## src/rtl/hdec_pipe.sv

```systemverilog
// -----------------------------------------------------------------------------
// hdec_pipe -- two-stage pipelined thermometer / one-hot decoder
//
// Purpose:
//   Decodes an unsigned N-bit operand x into a W = 2**N bit vector:
//     mode 0 : out_y[i] = (i <  x)   half-decode (thermometer)
//     mode 1 : out_y[i] = (i == x)   one-hot
//     mode 2 : out_y[i] = (i >= x)   inverted half-decode
//     mode 3 : all zeros             reserved
//   The operand is zero-extended to a power-of-two width and split into
//   high and low halves. Stage 1 registers the small one-hot and half-decodes
//   of each half. Stage 2 combines them into the wide vector and registers it.
//   Valid/ready handshake on both sides, one transfer per cycle sustained,
//   latency 2 cycles.
//
// Ports:
//   clk        in   1   sole clock, rising edge
//   rst        in   1   synchronous active-high reset
//   in_valid   in   1   upstream offers an operand
//   in_ready   out  1   operand accepted this cycle
//   in_x       in   N   unsigned operand
//   in_mode    in   2   decode mode (see above)
//   out_valid  out  1   result available
//   out_ready  in   1   downstream accepts result
//   out_y      out  W   decoded vector
//   out_cnt    out  32  accepted-result count (only with HDEC_PIPE_CNT_EN)
//
// Configuration macro:
//   HDEC_PIPE_CNT_EN  -- when defined, adds the out_cnt port and the
//                        wrapping 32-bit output-transfer counter.
// -----------------------------------------------------------------------------
module hdec_pipe #(
   parameter int N = 4
) (
   input  logic                clk,
   input  logic                rst,
   input  logic                in_valid,
   output logic                in_ready,
   input  logic [N-1:0]        in_x,
   input  logic [1:0]          in_mode,
   output logic                out_valid,
   input  logic                out_ready,
   output logic [(2**N)-1:0]   out_y
`ifdef HDEC_PIPE_CNT_EN
   ,
   output logic [31:0]         out_cnt
`endif
);

   localparam int W  = 2**N;
   // smallest power of two >= N (legal N is 1..8)
   localparam int P  = (N <= 1) ? 1 : (N <= 2) ? 2 : (N <= 4) ? 4 : 8;
   // a 1-bit operand cannot be split, so it is padded to 2 bits for the split
   localparam int PS = (P < 2) ? 2 : P;
   localparam int H  = PS / 2;      // width of each half
   localparam int L  = 2**H;        // width of each sub-decode
   localparam int F  = 2**PS;       // width of the full combined decode (>= W)

   // one-hot sub-decode of an H-bit value
   function automatic logic [L-1:0] sub_onehot(input logic [H-1:0] v);
      logic [L-1:0] r;
      r = '0;
      for (int i = 0; i < L; i++) begin
         r[i] = (v == H'(i));
      end
      return r;
   endfunction

   // half-decode (bit i set iff i < v) of an H-bit value
   function automatic logic [L-1:0] sub_halfdec(input logic [H-1:0] v);
      logic [L-1:0] r;
      r = '0;
      for (int i = 0; i < L; i++) begin
         r[i] = (H'(i) < v);
      end
      return r;
   endfunction

   // ---------------------------------------------------------------- handshake
   logic          w_s2_adv;
   logic          w_s1_adv;
   logic          w_in_fire;
   logic          w_out_fire;

   logic          r_s1_valid;
   logic [1:0]    r_s1_mode;
   logic [L-1:0]  r_s1_oh_lo;
   logic [L-1:0]  r_s1_hd_lo;
   logic [L-1:0]  r_s1_oh_hi;
   logic [L-1:0]  r_s1_hd_hi;

   logic          r_s2_valid;
   logic [W-1:0]  r_s2_y;

   logic [PS-1:0] w_x_pad;
   logic [H-1:0]  w_x_lo;
   logic [H-1:0]  w_x_hi;

   logic [F-1:0]  w_lt;
   logic [F-1:0]  w_eq;
   logic [W-1:0]  w_y;
   logic          w_pad_unused;

   assign w_s2_adv   = ~r_s2_valid | out_ready;
   assign w_s1_adv   = ~r_s1_valid | w_s2_adv;
   // reset is folded in so the upstream sees no acceptance while rst is high
   assign in_ready   = w_s1_adv & ~rst;
   assign w_in_fire  = in_valid & in_ready;
   assign out_valid  = r_s2_valid & ~rst;
   assign out_y      = rst ? '0 : r_s2_y;
   assign w_out_fire = out_valid & out_ready;

   // ------------------------------------------------------------ operand split
   // zero-extension keeps the padded high bits at zero for non-power-of-two N
   assign w_x_pad = PS'(in_x);
   assign w_x_lo  = w_x_pad[H-1:0];
   assign w_x_hi  = w_x_pad[PS-1:H];

   // Stage 1: register sub-decodes of both halves plus the mode
   always_ff @(posedge clk) begin
      if (rst) begin
         r_s1_valid <= 1'b0;
         r_s1_mode  <= 2'd0;
         r_s1_oh_lo <= '0;
         r_s1_hd_lo <= '0;
         r_s1_oh_hi <= '0;
         r_s1_hd_hi <= '0;
      end else if (w_s1_adv) begin
         r_s1_valid <= w_in_fire;
         if (w_in_fire) begin
            r_s1_mode  <= in_mode;
            r_s1_oh_lo <= sub_onehot(w_x_lo);
            r_s1_hd_lo <= sub_halfdec(w_x_lo);
            r_s1_oh_hi <= sub_onehot(w_x_hi);
            r_s1_hd_hi <= sub_halfdec(w_x_hi);
         end
      end
   end

   // Stage 2 combine: index i = hi*L + lo; i < x iff hi < x_hi, or hi == x_hi and lo < x_lo
   always_comb begin
      w_lt = '0;
      w_eq = '0;
      for (int ih = 0; ih < L; ih++) begin
         for (int il = 0; il < L; il++) begin
            w_lt[ih*L + il] = r_s1_hd_hi[ih] | (r_s1_oh_hi[ih] & r_s1_hd_lo[il]);
            w_eq[ih*L + il] = r_s1_oh_hi[ih] & r_s1_oh_lo[il];
         end
      end
   end

   // Stage 2 mode select over the W-bit result only
   always_comb begin
      w_y = '0;
      case (r_s1_mode)
         2'd0:    w_y = w_lt[W-1:0];
         2'd1:    w_y = w_eq[W-1:0];
         2'd2:    w_y = ~w_lt[W-1:0];
         default: w_y = '0;
      endcase
   end

   // bits above W exist only when N is not a power of two; they are never used
   assign w_pad_unused = ^{w_lt, w_eq};

   // Stage 2: register the decoded vector
   always_ff @(posedge clk) begin
      if (rst) begin
         r_s2_valid <= 1'b0;
         r_s2_y     <= '0;
      end else if (w_s2_adv) begin
         r_s2_valid <= r_s1_valid;
         if (r_s1_valid) begin
            r_s2_y <= w_y;
         end
      end
   end

`ifdef HDEC_PIPE_CNT_EN
   logic [31:0] r_cnt;

   // Output-transfer counter, wraps naturally at 32 bits
   always_ff @(posedge clk) begin
      if (rst) begin
         r_cnt <= 32'd0;
      end else if (w_out_fire) begin
         r_cnt <= r_cnt + 32'd1;
      end
   end

   assign out_cnt = rst ? 32'd0 : r_cnt;
`else
   logic w_fire_unused;
   assign w_fire_unused = w_out_fire;
`endif

endmodule

```

## config.mk

```make
export PLATFORM = sky130hd
export DESIGN_NAME = hdec_pipe
export DESIGN_NICKNAME = d
export VERILOG_FILES = /design/src/rtl/hdec_pipe.sv
export SDC_FILE = /design/constraint.sdc
export NUM_CORES = 1
export LEC_CHECK = 0
export BUFFER_PORTS_ARGS = -buffer_cell sky130_fd_sc_hd__buf_2
export CORE_ASPECT_RATIO = 0.8
export CORE_UTILIZATION = 35
export CTS_CLUSTER_DIAMETER = 150
export DETAILED_ROUTE_END_ITERATION = 10
export PLACE_DENSITY_LB_ADDON = 0.08
export SLEW_MARGIN = 10
export SYNTH_ARGS = -nofsm -noshare
export SYNTH_HDL_FRONTEND = slang
export SYNTH_SLANG_ARGS = --single-unit
export TNS_END_PERCENT = 1
```

## constraint.sdc

```tcl
create_clock -name clk -period 2.1 [get_ports clk]
set_input_delay 0.21 -clock clk [delete_from_list [all_inputs] [get_ports clk]]
set_output_delay 0.21 -clock clk [all_outputs]
set_load 0.03 [all_outputs]
```

-- Yosys cells after proc, flatten, opt, wreduce, memory -nomap -nowiden
Index checks and enable logic that the tools add are counted.
- magnitude comparators: 8
- equality and inequality tests: 8
- mux-type cells: 2
- bitwise operators: 57
- reduce and logical (&&, ||, !) cells: 5
- operator list (kind ; number):
    16-bit one-hot mux with 3 select lines ; 1
    1-bit AND ; 35
    1-bit OR ; 18
    16-bit 2-to-1 mux ; 1
    16-bit NOT ; 1
    2-bit equality test (second input constant) ; 5
    1-bit by 2-bit less-than comparator with 1-bit output (first input constant) ; 4
    2-bit less-than comparator (first input constant) ; 4
    2-bit by 1-bit equality test with 1-bit output (second input constant) ; 3
    2-bit logical NOT ; 3
    2-bit AND reduction ; 2
    1-bit NOT ; 3
- flip-flop bits (word level): 36
- input bits: 10
- output and inout port bits: 18
- word-level logic and storage cells: 88

-- Longest topological paths before layout
Gate-level depths: netlist of run 1.
- depth in word-level cells: 6
- mapped depth: 5

-- Least setup slack after synthesis of run 1
Ideal clock, no wire load.
- kind: input port to output port
- start: in rst
- end: out in_ready
- data arrival time: 1021 ps
- data required time: 1890 ps
- slack: 869 ps
- stages: 3
- buffers on the path: 2
- cell sequence: buf_2 -> buf_2 -> a21oi_1
- longest elaborated chain between the ends: 2
- RTL lines (element ; line ; source):
    start: declaration ; 36 ; input logic rst,
    1-bit NOT ; 107 ; assign in_ready = w_s1_adv & ~rst;
    1-bit AND ; 107 ;
    end: declaration ; 38 ; output logic in_ready,
Every way passes these cells.

-- Worst setup path after layout of run 1
- start: reg r_s1_mode[1]
- end: reg r_s2_y[7]
- longest elaborated chain between the ends: 2
- elaborated cells on any way between the ends: 4
- RTL lines (element ; line ; source):
    start: declaration ; 86 ; logic [1:0] r_s1_mode;
    start signal: assignment ; 131 ; r_s1_mode <= in_mode;
    2-bit equality test (tied with other cells) ; 155 ; case (r_s1_mode)
    16-bit one-hot mux with 3 select lines (*) ; 155 ;
    end signal: assignment ; 174 ; r_s2_y <= w_y;
    end: declaration ; 93 ; logic [W-1:0] r_s2_y;
Mark *: on every way between the ends. The rest lies on a longest branch, timed or not.
A chain may end at the register's enable or synchronous reset.

==> results.txt, run 1 <==
- The total count of max-transition violations in the final report is 0.
* Critical path's largest stage delay: 0.73 ns
- The first routing iteration left ~110 violations.
* # setup viols final: 0
* Depth of the CTS H-tree: 2
- Io pins: 28
- Across the VDD grid, the largest voltage drop is 288 uV.
- Main synth FF type: dfxtp_1
* Proportion of register bits with asynchronous set or reset after synthesis: 0%
- Before antenna repair, the detailed router went through 4 iterations.
* Final wirelength: between 4000 and 5000 microns
- The worst path needs 1.67 ns of the cycle, external delays included.
* Area of all placed cells without fillers: approximately 0.0019 sq mm
* Via density per instance: 5.43
- Width of the die: just under 80 microns
- In this run, CTS created clock tree buffers numbering 5.
* Number of max-cap violations: 0
- Critical Path Start Type: flop
- GRT Resource Usage Total: roughly 18%
- The initial utilization of the core area, before any placement, comes to a little under two fifths.
- From synthesis to final layout, the design area changed by 13.7%.
- Post-CTS timing repair inserted 0 buffers for setup.
- Total congestion overflow after global routing: 0
- Syn Nets: between 200 and 250
* Floorplan die height: between 60 and 70 microns
* Number of enable flip-flop cells after synthesis: 0
- Global-route wire length before repair: about 7000 microns
* Number of clock sinks seen by CTS: 32
* Instance area after placement: between 0.0015 and 0.002 sq mm
- Post-detailed-route count of antenna-violating nets: 0
- Core area: about 0.0044 sq mm
- After clock tree synthesis, the clock-pin slew on the worst setup and hold paths is 0.07 ns.
- Number of remaining DRC errors: 0
- Antenna violations before repair: 0
- Routability-driven placement finished with a final weighted congestion of ~0.9.
- Clock tree synthesis selected as its root buffer the cell clkbuf_8.
* Post-layout nets: about 230
* Final setup TNS: 0 ns
- The number of antenna diodes in the final layout is 0.
- After layout, the worst setup slack is 0.433 ns.
- Std cell rows: 21
- Excluding fillers, the count of instances in the completed layout stands at roughly 270.
- Seq cells post-synth: 32
- Setup slack after placement: 0.446 ns
* Count of hold buffers inserted by post-cts repair: 0
- Critical-path cell with the highest stage delay: dfxtp_1
- Counting along the longest clock path gives a buffer depth of 2.
- The multi-input combinational cells in the finished layout cover a total of a little over 900 sq um.
* Type of the worst setup path: flop to flop
* Worst-path fanout max: 16
* Post-CTS resize count: 0
- Hold Path Class: primary input to flop
- Fill cells in the final layout number roughly 460.
- Of the cells placed in the final design, the portion with a size suffix greater than 1 is approximately a fifth.
- Power spread over the standard cell area amounts to 724 mW/mm^2.
- Count of unique library cells instantiated by Yosys: 34
* Cell breakdown of the critical path: a21oi_1, and3_1, a32o_1
- Setup repair after global routing left no endpoint under its margin.
- Netlist Area Pre-Place: approximately 0.0017 sq mm
- Run status: finished, final reports clean
- Post-layout power: 1.37 mW
- Dividing the synthesized area by the synthesized cell count gives roughly 8.6 sq um.
* Skew-Pair Late Insertion Delay: 0.29 ns
- For this run, the top clock speed supported by timing is 600 MHz.
- Routed length per instance: between 10 and 15 microns
- Counting every instance in the synthesized netlist gives 192.
- Counting both buffers and inverters, the worst setup path holds a total of 0.
- Max Clock Skew: 0.00427 ns
- Post-placement cell count: between 200 and 300
- For the worst setup path, the data arrival time is about 1.9 ns.
* Total half-perimeter wirelength after legalization and detailed placement: 2860 microns
- Overall via count from detail_route: about 1500
* Buffers added on ports: 27
- In this run the static leakage power is ~0.73 nW.
* Gate family responsible for the most delay along the worst path: flip-flops
* Die area: around 0.005 sq mm
- The number of global-route vias before repair came to about 1300.
- Worst max-slew margin expressed relative to the limit: between 50% and 60%
- Register area: 641 sq um
- Sequential fraction of the synthesis area: a little under 40%
* Synth warnings: 0
- TritonCTS clock tree: yes
* Final count of hold timing violations: 0
- Share of the clock period used by the worst path: approximately four fifths
- Entering global routing, the biggest net connects 21 pins.
* Worst Tran Pin Value: 0.636 ns
* Worst Path Required: 2.28 ns
- STA classifies the critical path endpoint as a flop.
[placed cells by master (no fill, tap or decap), drive strengths merged]
cell    instances
o22ai           9
nand2b          5
o211a           1
clkbuf          8
a211o           1
a311o           1
o31ai           6
nand3b          4
nor2b          18
a22oi           3
nor2            3
a32o            3
nand2          25
xor2            4
dfxtp          32
a211oi          1
o21ai           6
o211ai          1
buf            30
nand3          11
a21oi          21
a22o            8
xnor2           8
nor3            1
nor4            1
and3            1
inv             4
and2            1
[state kept, by name, indices dropped and copies added, names as in the netlist]
| register | flops |
|---|---|
| r_s1_mode | 2 |
| r_s2_y | 16 |
| r_s1_oh_lo | 4 |
| r_s1_oh_hi | 3 |
| r_s1_hd_lo | 2 |
| r_s1_hd_hi | 3 |
| r_s1_valid | 1 |
| r_s2_valid | 1 |
[layer usage]
layer | track usage, % | share of wire [%]
met1 | 26.9 | 50
met2 | 25.3 | 43
met3 | 6.09 | 5.7
met4 | 5.45 | 1.3
met5 | 0 | 0
[report_power, final]
| group | total, mW | internal [mW] | switching (mW) | leakage (nW) |
|---|---|---|---|---|
| Sequential | 0.670 | 0.636 | 0.0339 | 0.261 |
| Clock | 0.496 | 0.267 | 0.228 | 0.0455 |
| Combinational | 0.200 | 0.0802 | 0.120 | 0.423 |
[per-stage QoR]
step | util, % | hold slack, ns
after global routing | 43.2 | 0.129
after CTS | 43.2 | 0.115
final | 43.2 | 0.124
after global placement | 41.1 | 0.415
after detailed placement | 41.1 | 0.421
after floorplan | - | 0.310
[cell type report]
class,instances,area share [%]
Sequential cell,32,34.0
Inverter,4,0.797
Multi-Input combinational cell,143,48.3
Timing Repair Buffer,30,8.37
Tap cell,57,3.78
Clock buffer,8,4.78
[synth_stat cells (4+ instances only)]
cell	instances	area share (%)
a21oi_1	21	6.3
a22o_1	8	4.2
buf_2	6	1.8
dfxtp_1	32	39
nand2_1	25	5.7
nand2b_1	4	1.5
nand3_1	11	3.3
nand3b_1	4	1.8
nor2b_1	18	6.8
o21ai_0	5	1.5
o22ai_1	9	3.4
o31ai_1	5	2.3
xnor2_1	8	4.2
xor2_1	4	2.1
[worst paths after layout]
check	startpoint	to	slack, ns	cells after the start
setup / recovery	r_s1_mode[1]	r_s2_y[7]	0.43	3
hold / removal	in_mode[0]	r_s1_mode[0]	0.12	3
setup reg to reg	r_s1_mode[1]	r_s2_y[7]	0.43	3
hold reg to reg	r_s1_oh_lo[2]	r_s1_oh_lo[2]	0.46	2
[tightest hold or removal path, delay by kind of cell]
family	cells	cell delay (ns)
AO/OA/AOI/OAI	1	0.06
AND/OR/NAND/NOR	1	0.04
buffers and inverters	1	0.08
[kinds of logic (layout without fill, tap and decap cells)]
| logic type | after synthesis | in the layout | share of synthesized area [%] |
|---|---|---|---|
| AO/OA/AOI/OAI | 61 | 61 | 25.9 |
| flip-flops | 32 | 32 | 38.7 |
| XOR/XNOR | 12 | 12 | 6.34 |
| buffers and inverters | 17 | 42 | 6.42 |
| AND/OR/NAND/NOR | 70 | 70 | 22.7 |
Power figures use the tool's default switching activity.
==> inputs of run 2 (changes only) <==
==> constraint.sdc (replaced) <==
create_clock -name clk -period 1.7 [get_ports clk]
set_input_delay 0.17 -clock clk [delete_from_list [all_inputs] [get_ports clk]]
set_output_delay 0.17 -clock clk [all_outputs]
set_load 0.03 [all_outputs]
==> results.txt, run 2 (same netlist as run 1, synthesis figures left out) <==
- Io pins: 28 (unchanged)
- The number of antenna violations at the first check in global routing is 0 (unchanged).
- The maximum number of pins on one net before global-route repair was 22 (+4.8%).
* Total half-perimeter wirelength after legalization and detailed placement: 2870 microns (+0.32%)
* Number of buffers added by the clock tree synthesis step: 5 (unchanged)
- Power density normalized to cell area: 898 mW/mm^2 (+24%)
* Post-route minimum period: approximately 1.4 ns
- Clock Path Buffers: 2 (unchanged)
- The site row count is 21 (unchanged).
- Number of max-cap violations: 0 (unchanged)
- The number of global-route vias before repair is 1414 (+6.8%).
* Total congestion overflow after global routing: 0 (unchanged)
- The antenna diode instance count was 0 (unchanged).
- Post-CTS resize count: 0 (unchanged)
- The detail-routed via count per cell is 5.24 (-3.6%).
- Core area: 0.00436 sq mm (unchanged)
- The final setup TNS is 0 ns (unchanged).
* Area overhead of the layout relative to synthesis: 14.6%
- RSZ-0062 raised after global routing: no
* Busiest metal layer after global routing: met2
* Skew-Pair Late Insertion Delay: 0.29 ns (about the same)
- STA classifies the critical path startpoint as a flop.
- GRT Resource Usage Total: 17.4% (-1.0 points)
- Clock-pin slew on the worst setup and hold paths: 0.06 ns (about the same)
- The die area came to 0.00501 sq mm (unchanged).
- The initial standard-cell utilization of the core came to 38.0% (unchanged).
- Share of post-route cells with drive strength above 1: 21.2% (+0.92 points)
* # Post-CTS Setup Buffers: 0 (unchanged)
* Gate family responsible for the most delay along the worst path: flip-flops
- Final Max Slew Viols: 0 (unchanged)
- The library cell used most frequently in the layout, excluding fill and tap cells, is dfxtp_1.
- CTS Root Buffer Type: clkbuf_8
- Top register by number of flip-flops: r_s2_y
- Overall via count from detail_route: 1436 (-3.6%)
- Post-layout nets: 227 (+0.44%)
- The cell leakage power was 0.740 nW (+1.4%).
* Worst-path fanout max: 3 (-13)
- The sink count of the clock tree is 32 (unchanged).
- IR Drop Worst-Case VDD: 392 uV (+36%)
- Critical-path cell with the highest stage delay: dfxtp_1
- Placer congestion estimate: 0.830 (-5.3%)
- By startpoint and endpoint, the worst setup path is classified as flop to output pin.
- The library cells used most frequently in the layout, excluding fill and tap cells, are 32 x dfxtp_1, 27 x buf_2, 25 x nand2_1.
* TritonCTS clock tree: yes
* Post-layout util: 43.5% (+0.32 points)
- Number of remaining DRC errors: 0 (unchanged)
* Buffers added on ports: 27 (unchanged)
- Share of the clock period used by the worst path: approximately 83%
- Timing would allow up to approximately 710 MHz.
- The wire length of the first global-routing pass is 6680 microns (-4.6%).
- Biggest registers after layout: r_s2_y (16), r_s1_oh_lo (4)
* Worst Path Arrival: 1.24 ns (-0.61 ns)
- Post-layout power: 1.70 mW (+25%)
- # setup viols final: 0 (unchanged)
* Worst max-slew margin expressed relative to the limit: 71.5% (+14 points)
- The critical path buffer and inverter count came to 1 (+1).
- Final-layout fill cell count: 477 (+4.4%)
- Floorplan die height: 63.5 microns (unchanged)
* Cell breakdown of the critical path: nor2b_1, a21oi_1, buf_2
- Worst Tran Pin Value: 0.425 ns (-0.211 ns)
* Run status: finished, final reports clean
- Critical path's largest stage delay: 0.34 ns (-0.39 ns)
- Count of hold buffers inserted by post-cts repair: 0 (unchanged)
- First-pass iteration count of the detailed router: 4 (unchanged)
- Final wirelength: 3900 microns (-3.8%)
- The path class of the tightest hold or removal check is primary input to flop.
- Max Clock Skew: 0.00628 ns (+0.00202 ns)
* GR Layer Usage met2: 26.8% (+1.5 points)
- The number of flip-flops in the largest register was 16 (unchanged).
- The number of H-tree branching levels came to 2 (unchanged).
* Worst Path Required: 1.53 ns (-0.75 ns)
- Width of the die: 78.9 microns (unchanged)
- The global routing met1 resource utilization was 23.1% (-3.8 points).
- Final count of hold timing violations: 0 (unchanged)
- Met3 usage in global routing: 4.93% (-1.2 points)
- The worst setup path is captured at an output pin.
- Post-detailed-route count of antenna-violating nets: 0 (unchanged)
* Routed length per instance: 14.2 microns (-3.8%)
* Initial DRC Count: 79 (-29%)
## run 2: cell count changes in the layout (fill, tap and decap cells not counted)
cell | previous run | this run
clkbuf_1 | 2 | 0
buf_4 | 3 | 4
clkbuf_8 | 6 | 7
## run 2: layout make-up
cell class              count  area [sq um]  share of cell area, %
multi-input cells         143           910                   47.9
flip-flops and latches     32           641                   33.8
repair buffers             31           165                   8.70
clock buffers               7          96.3                   5.08
well taps                  57          71.3                   3.76
inverters                   4          15.0                  0.791
## run 2: final timing paths
path / startpoint / end / slack [ns] / depth (start not counted)
setup / recovery: r_s2_valid / in_ready / 0.29 / 3
hold / removal: in_mode[0] / r_s1_mode[0] / 0.1 / 3
setup reg to reg: r_s1_mode[0] / r_s2_y[3] / 0.39 / 3
hold reg to reg: r_s2_y[15] / r_s2_y[15] / 0.48 / 2
## run 2: through the flow
stage / std cells / instance area (sq um) / hold WS, ns / setup WS, ns
detailed placement: 267 / 1800 / 0.395 / 0.357
global route: 274 / 1900 / 0.110 / 0.146
CTS: 274 / 1900 / 0.0988 / 0.269
global placement: 267 / 1800 / 0.395 / 0.416
floorplan: 192 / 1660 / 0.270 / 0.490
finish: 274 / 1900 / 0.0985 / 0.288
## run 2: worst min-delay path, cell delays in order
cell and delay [ns]:
buf_2 0.08, nand2_1 0.04, o21ai_1 0.06
## run 2: power by group
| group | internal [mW] | switching, mW |
|---|---|---|
| logic | 0.101 | 0.157 |
| clock network | 0.360 | 0.268 |
| registers | 0.786 | 0.0319 |
| total | 1.25 | 0.457 |
## run 2: routing by layer
| layer | routed length [microns] | vias to the layer above | part of all wire (%) |
|---|---|---|---|
| met2 | 1660 | 29 | 43 |
| met1 | 1980 | 668 | 51 |
| met3 | 210 | 5 | 5.4 |
| met5 | 0 | - | 0 |
| met4 | 46 | 0 | 1.2 |
| li1 | - | 734 | - |
==> inputs of run 3 (changes only) <==
--- a/config.mk
+++ b/config.mk
@@ -5,6 +5,7 @@
 export SDC_FILE = /design/constraint.sdc
 export NUM_CORES = 1
 export LEC_CHECK = 0
+export ABC_AREA = 1
 export BUFFER_PORTS_ARGS = -buffer_cell sky130_fd_sc_hd__buf_2
 export CORE_ASPECT_RATIO = 0.8
 export CORE_UTILIZATION = 35
==> constraint.sdc (replaced) <==
create_clock -name clk -period 1.4 [get_ports clk]
set_input_delay 0.14 -clock clk [delete_from_list [all_inputs] [get_ports clk]]
set_output_delay 0.14 -clock clk [all_outputs]
set_load 0.03 [all_outputs]
==> results.txt, run 3 <==
- Run status: finished, final reports clean
- IR Drop Worst-Case VDD: 530 uV (+35%)
- The count of different cell masters after synthesis came to 15 (-56%).
- By instance count, the leading cell after synthesis is nand2_1.
* Main combinational cell family by area after synthesis: simple AND/OR/NAND/NOR gates
* Critical path's largest stage delay: 0.35 ns (about the same)
- Area of all placed cells without fillers: 0.00212 sq mm (+12%)
- The post-synthesis compound-gate area fraction came to 3.75% (-22 points).
- The portion of synthesized cell area occupied by the leading cell type is 36.3% (-2.4 points).
- Type of the worst setup path: flop to output pin
* Post-detailed-route count of antenna-violating nets: 0 (unchanged)
- The post-synth net total came to 306 (+51%).
- The number of global-route vias before repair came to 1599 (+13%).
- Sequential fraction of the synthesis area: 36.3% (-2.4 points)
- The antenna diode instance count is 0 (unchanged).
* Dominant cells by area after synthesis: dfxtp_1 36%, nand2_1 25%, nand3_1 11%, inv_1 7.2%, nand4_1 6.7%
* Total half-perimeter wirelength after legalization and detailed placement: 3220 microns (+12%)
- The register clock-pin slew on the reported worst setup and hold paths came to 0.07 ns (about the same).
- The internal reg-to-reg setup slack was 0.16 ns (-0.23 ns).
- Post-route minimum period: between 1 and 1.5 ns
* Std cell rows: 22 (+4.8%)
* Proportion of synthesized area in mux cells: 0% (unchanged)
- The cell leakage power is 1.08 nW (+46%).
- Initial Util: 37.5% (-0.45 points)
- The endpoint required time on the critical path is 1.26 ns (-0.27 ns).
- Relative contribution of sequential cells to total power: 45.5% (-2.5 points)
* Post-layout util: 45.0% (+1.5 points)
* Routed wl met3: 210 microns (unchanged)
- Post-layout power: 2.17 mW (+27%)
- The number of instances in the synthesized netlist is 296 (+54%).
- Die area: 0.00534 sq mm (+6.5%)
- The count of flip-flops with a built-in enable after synthesis was 0 (unchanged).
- The routed length on met2 came to 1880 microns (+13%).
* Total congestion overflow after global routing: 0 (unchanged)
* Placer congestion estimate: 0.852 (+2.7%)
* Via density per instance: 4.77 (-8.9%)
* Mean Syn Cell Area: 5.97 sq um (-31%)
- The commonest cells after synthesis are 116 x nand2_1, 39 x nand3_1, 34 x inv_1.
- Highest metal used: met4
- The core area was 0.00471 sq mm (+7.9%).
* TritonCTS clock tree: yes
- Worst Path Arrival: 1.14 ns (-0.10 ns)
- Switch share: 27.2% (+0.40 points)
- The tightest min-delay check is of the primary input to flop type.
- The number of antenna violations at the first check in global routing came to 0 (unchanged).
- The number of H-tree branching levels was 2 (unchanged).
- # setup viols final: 0 (unchanged)
- Worst Tran Pin Value: 0.620 ns (+0.195 ns)
* Netlist Area Pre-Place: 0.00177 sq mm (+6.6%)
* Final setup slack of the worst path: 0.117 ns (-0.171 ns)
- The height of the chip came to 65.5 microns (+3.2%).
* Count of hold buffers inserted by post-cts repair: 0 (unchanged)
- The final routed DRC violation total came to 0 (unchanged).
- The library cell used most frequently in the layout, excluding fill and tap cells, is nand2_1.
- The critical-path maximum fanout was 5 (+2).
- The worst slack on hold paths is 0.0980 ns (-0.000526 ns).
- Critical-path cell with the highest stage delay: dfxtp_1
* Final count of hold timing violations: 0 (unchanged)
- The root buffer cell chosen for the clock tree is clkbuf_8.
* Max Clk Rate: about 780 MHz
* Share of synthesized cell area in and, or, nand and nor gates: 48.2% (+26 points)
- The number of warning messages in the yosys log was 0 (unchanged).
* Number of clock sinks seen by CTS: 32 (unchanged)
- The number of flip-flops in the largest register came to 16 (unchanged).
* Seq cells post-synth: 32 (unchanged)
- RSZ-0062 raised after global routing: no
* Clock Path Buffers: 2 (unchanged)
- The clock latency reported for the late side of the worst-skew pair is 0.28 ns (about the same).
- Buffers added on ports: 27 (unchanged)
- The critical path buffer and inverter count came to 2 (+1).
- The number of DRC markers after the initial detailed-route iteration was 120 (+52%).
- The share of synthesized cell area in full adder, half adder and majority cells was 0% (unchanged).
- Max Clock Skew: 0.00546 ns (-0.000822 ns)
* Overall via count from detail_route: 1843 (+28%)
- Cell internal pwr: 1.58 mW (+26%)
* Gate family responsible for the most delay along the worst path: flip-flops
* Width of the die: 81.4 microns (+3.2%)
- The average wire length per cell after detail routing is 11.5 microns (-19%).
* Commonest non-fill, non-tap cells in the layout: 116 x nand2_1, 39 x nand3_1, 34 x inv_1
- The most critical setup path has its startpoint at r_s2_valid.
- The worst setup path is launched from a flop.
- The total detailed-routing wirelength came to 4450 microns (+14%).
- Global-route wire length before repair: 7630 microns (+14%)
- The number of search-and-repair iterations in the first detailed-routing pass was 4 (unchanged).
- Share of post-route cells with drive strength above 1: 16.0% (-5.2 points)
- Largest area contributor in the synthesized netlist: dfxtp_1
- The switching power total was 0.589 mW (+29%).
- The proportion of power drawn by combinational gates was 13.7% (-1.5 points).
* Final Max Slew Viols: 0 (unchanged)
* Met1 WL: 2340 microns (+18%)
- Reg-to-reg critical path startpoint: r_s1_mode[1]
- STA classifies the critical path endpoint as an output pin.
- Cell breakdown of the critical path: nand3_1, nand2_1, inv_1, buf_2
* Top register by number of flip-flops: r_s2_y
* Share of the clock period used by the worst path: between 90% and 100%
* Start point of the worst min-delay path: in_mode[0]
- The number of CTS-inserted buffers was 5 (unchanged).
- The total routing resource utilization after global routing is 19.0% (+1.6 points).
- Io pins: 28 (unchanged)
- The tightest slew margin relative to the limit is 58.6% (-13 points).
* Power density normalized to cell area: 1020 mW/mm^2 (+14%)
- The part of the power in the clock network is 40.8% (+4.0 points).
- Main synth FF type: dfxtp_1
* Instance area after placement: 0.00199 sq mm (+10%)
- Post-synthesis share of cell area spent on xor and xnor gates: 0% (-6.3 points)
- Post-layout nets: 335 (+48%)
- Maximum number of pins on one net before global-route repair: 17 (-23%)
- Biggest registers after layout: r_s2_y (16), r_s1_oh_lo (4)
- Setup slack after placement: -0.0932 ns (-0.450 ns)
- Area overhead of the layout relative to synthesis: 20.0%
* Proportion of register bits with asynchronous set or reset after synthesis: 0% (unchanged)
- The number of violations of the max-capacitance limit came to 0 (unchanged).
==> run 3: cell count changes after synthesis, sizes merged, moves of 5 or more <==
| cell | delta |
|---|---|
| a21oi | -10 |
| a22o | -8 |
| clkbuf | +8 |
| inv | +32 |
| nand2 | +91 |
| nand2b | -5 |
| nand3 | +28 |
| nand4 | +19 |
| nor2 | +22 |
| nor2b | -18 |
| o21ai | -6 |
| o22ai | -9 |
| o31ai | -6 |
| xnor2 | -8 |
==> run 3: cell type report <==
| type | instances | area, sq um |
|---|---|---|
| Clock buffer | 5 | 68.8 |
| Inverter | 36 | 135 |
| Fill cell | 533 | 2590 |
| Timing Repair Buffer | 39 | 238 |
| Sequential cell | 32 | 641 |
| Clock inverter | 3 | 42.5 |
| Tap cell | 60 | 75.1 |
| Multi-Input combinational cell | 211 | 920 |
==> run 3: timing repair <==
| action | 4_1_cts | 5_1_grt |
|---|---|---|
| setup buffers | 0 | 1 |
| endpoints found under the setup margin | 15 | 3 |
| gates resized for setup | 1 | 0 |
| pin swaps | 0 | 1 |
| endpoints found under the hold margin | 0 | 0 |
==> run 3: power by group through the flow <==
stage	clock, mW	sequential [mW]	combinational (mW)
floorplan	0	0.988	0.216
global placement	0	1.01	0.285
detailed placement	0	1.01	0.286
CTS	0.907	0.986	0.288
global route	0.966	0.993	0.341
finish	0.884	0.987	0.296
==> run 3: tightest hold or removal path, cell delays in order <==
cell     delay [ns]
buf_2          0.07
nand3_1        0.07
nand2_1        0.06
==> run 3: per-stage QoR <==
| step | TNS [ns] | std cells |
|---|---|---|
| after global placement | -1.05 | 377 |
| after global routing | 0 | 386 |
| after detailed placement | -0.897 | 377 |
| final | 0 | 386 |
| after CTS | 0 | 385 |
| after floorplan | 0 | 296 |
==> run 3: routing by layer <==
layer  track usage, %  vias to the layer above
met4             5.36                        0
met1             26.5                      806
met2             29.2                       41
li1                 -                      994
met5                0                        -
met3             4.17                        2
==> run 3: kinds of logic (layout without fill, tap and decap cells) <==
kind of cell | after synthesis | in the layout
AOI/OAI and AO/OA | 12 | 12
buffers and inverters | 53 | 83
and+or+nand+nor | 199 | 199
DFF | 32 | 32
==> run 3: path summary, 6_finish.rpt <==
| check | to | cells after the start |
|---|---|---|
| setup / recovery | in_ready | 4 |
| hold / removal | r_s1_mode[0] | 3 |
| setup reg to reg | r_s2_y[13] | 5 |
| hold reg to reg | r_s1_hd_hi[0] | 2 |
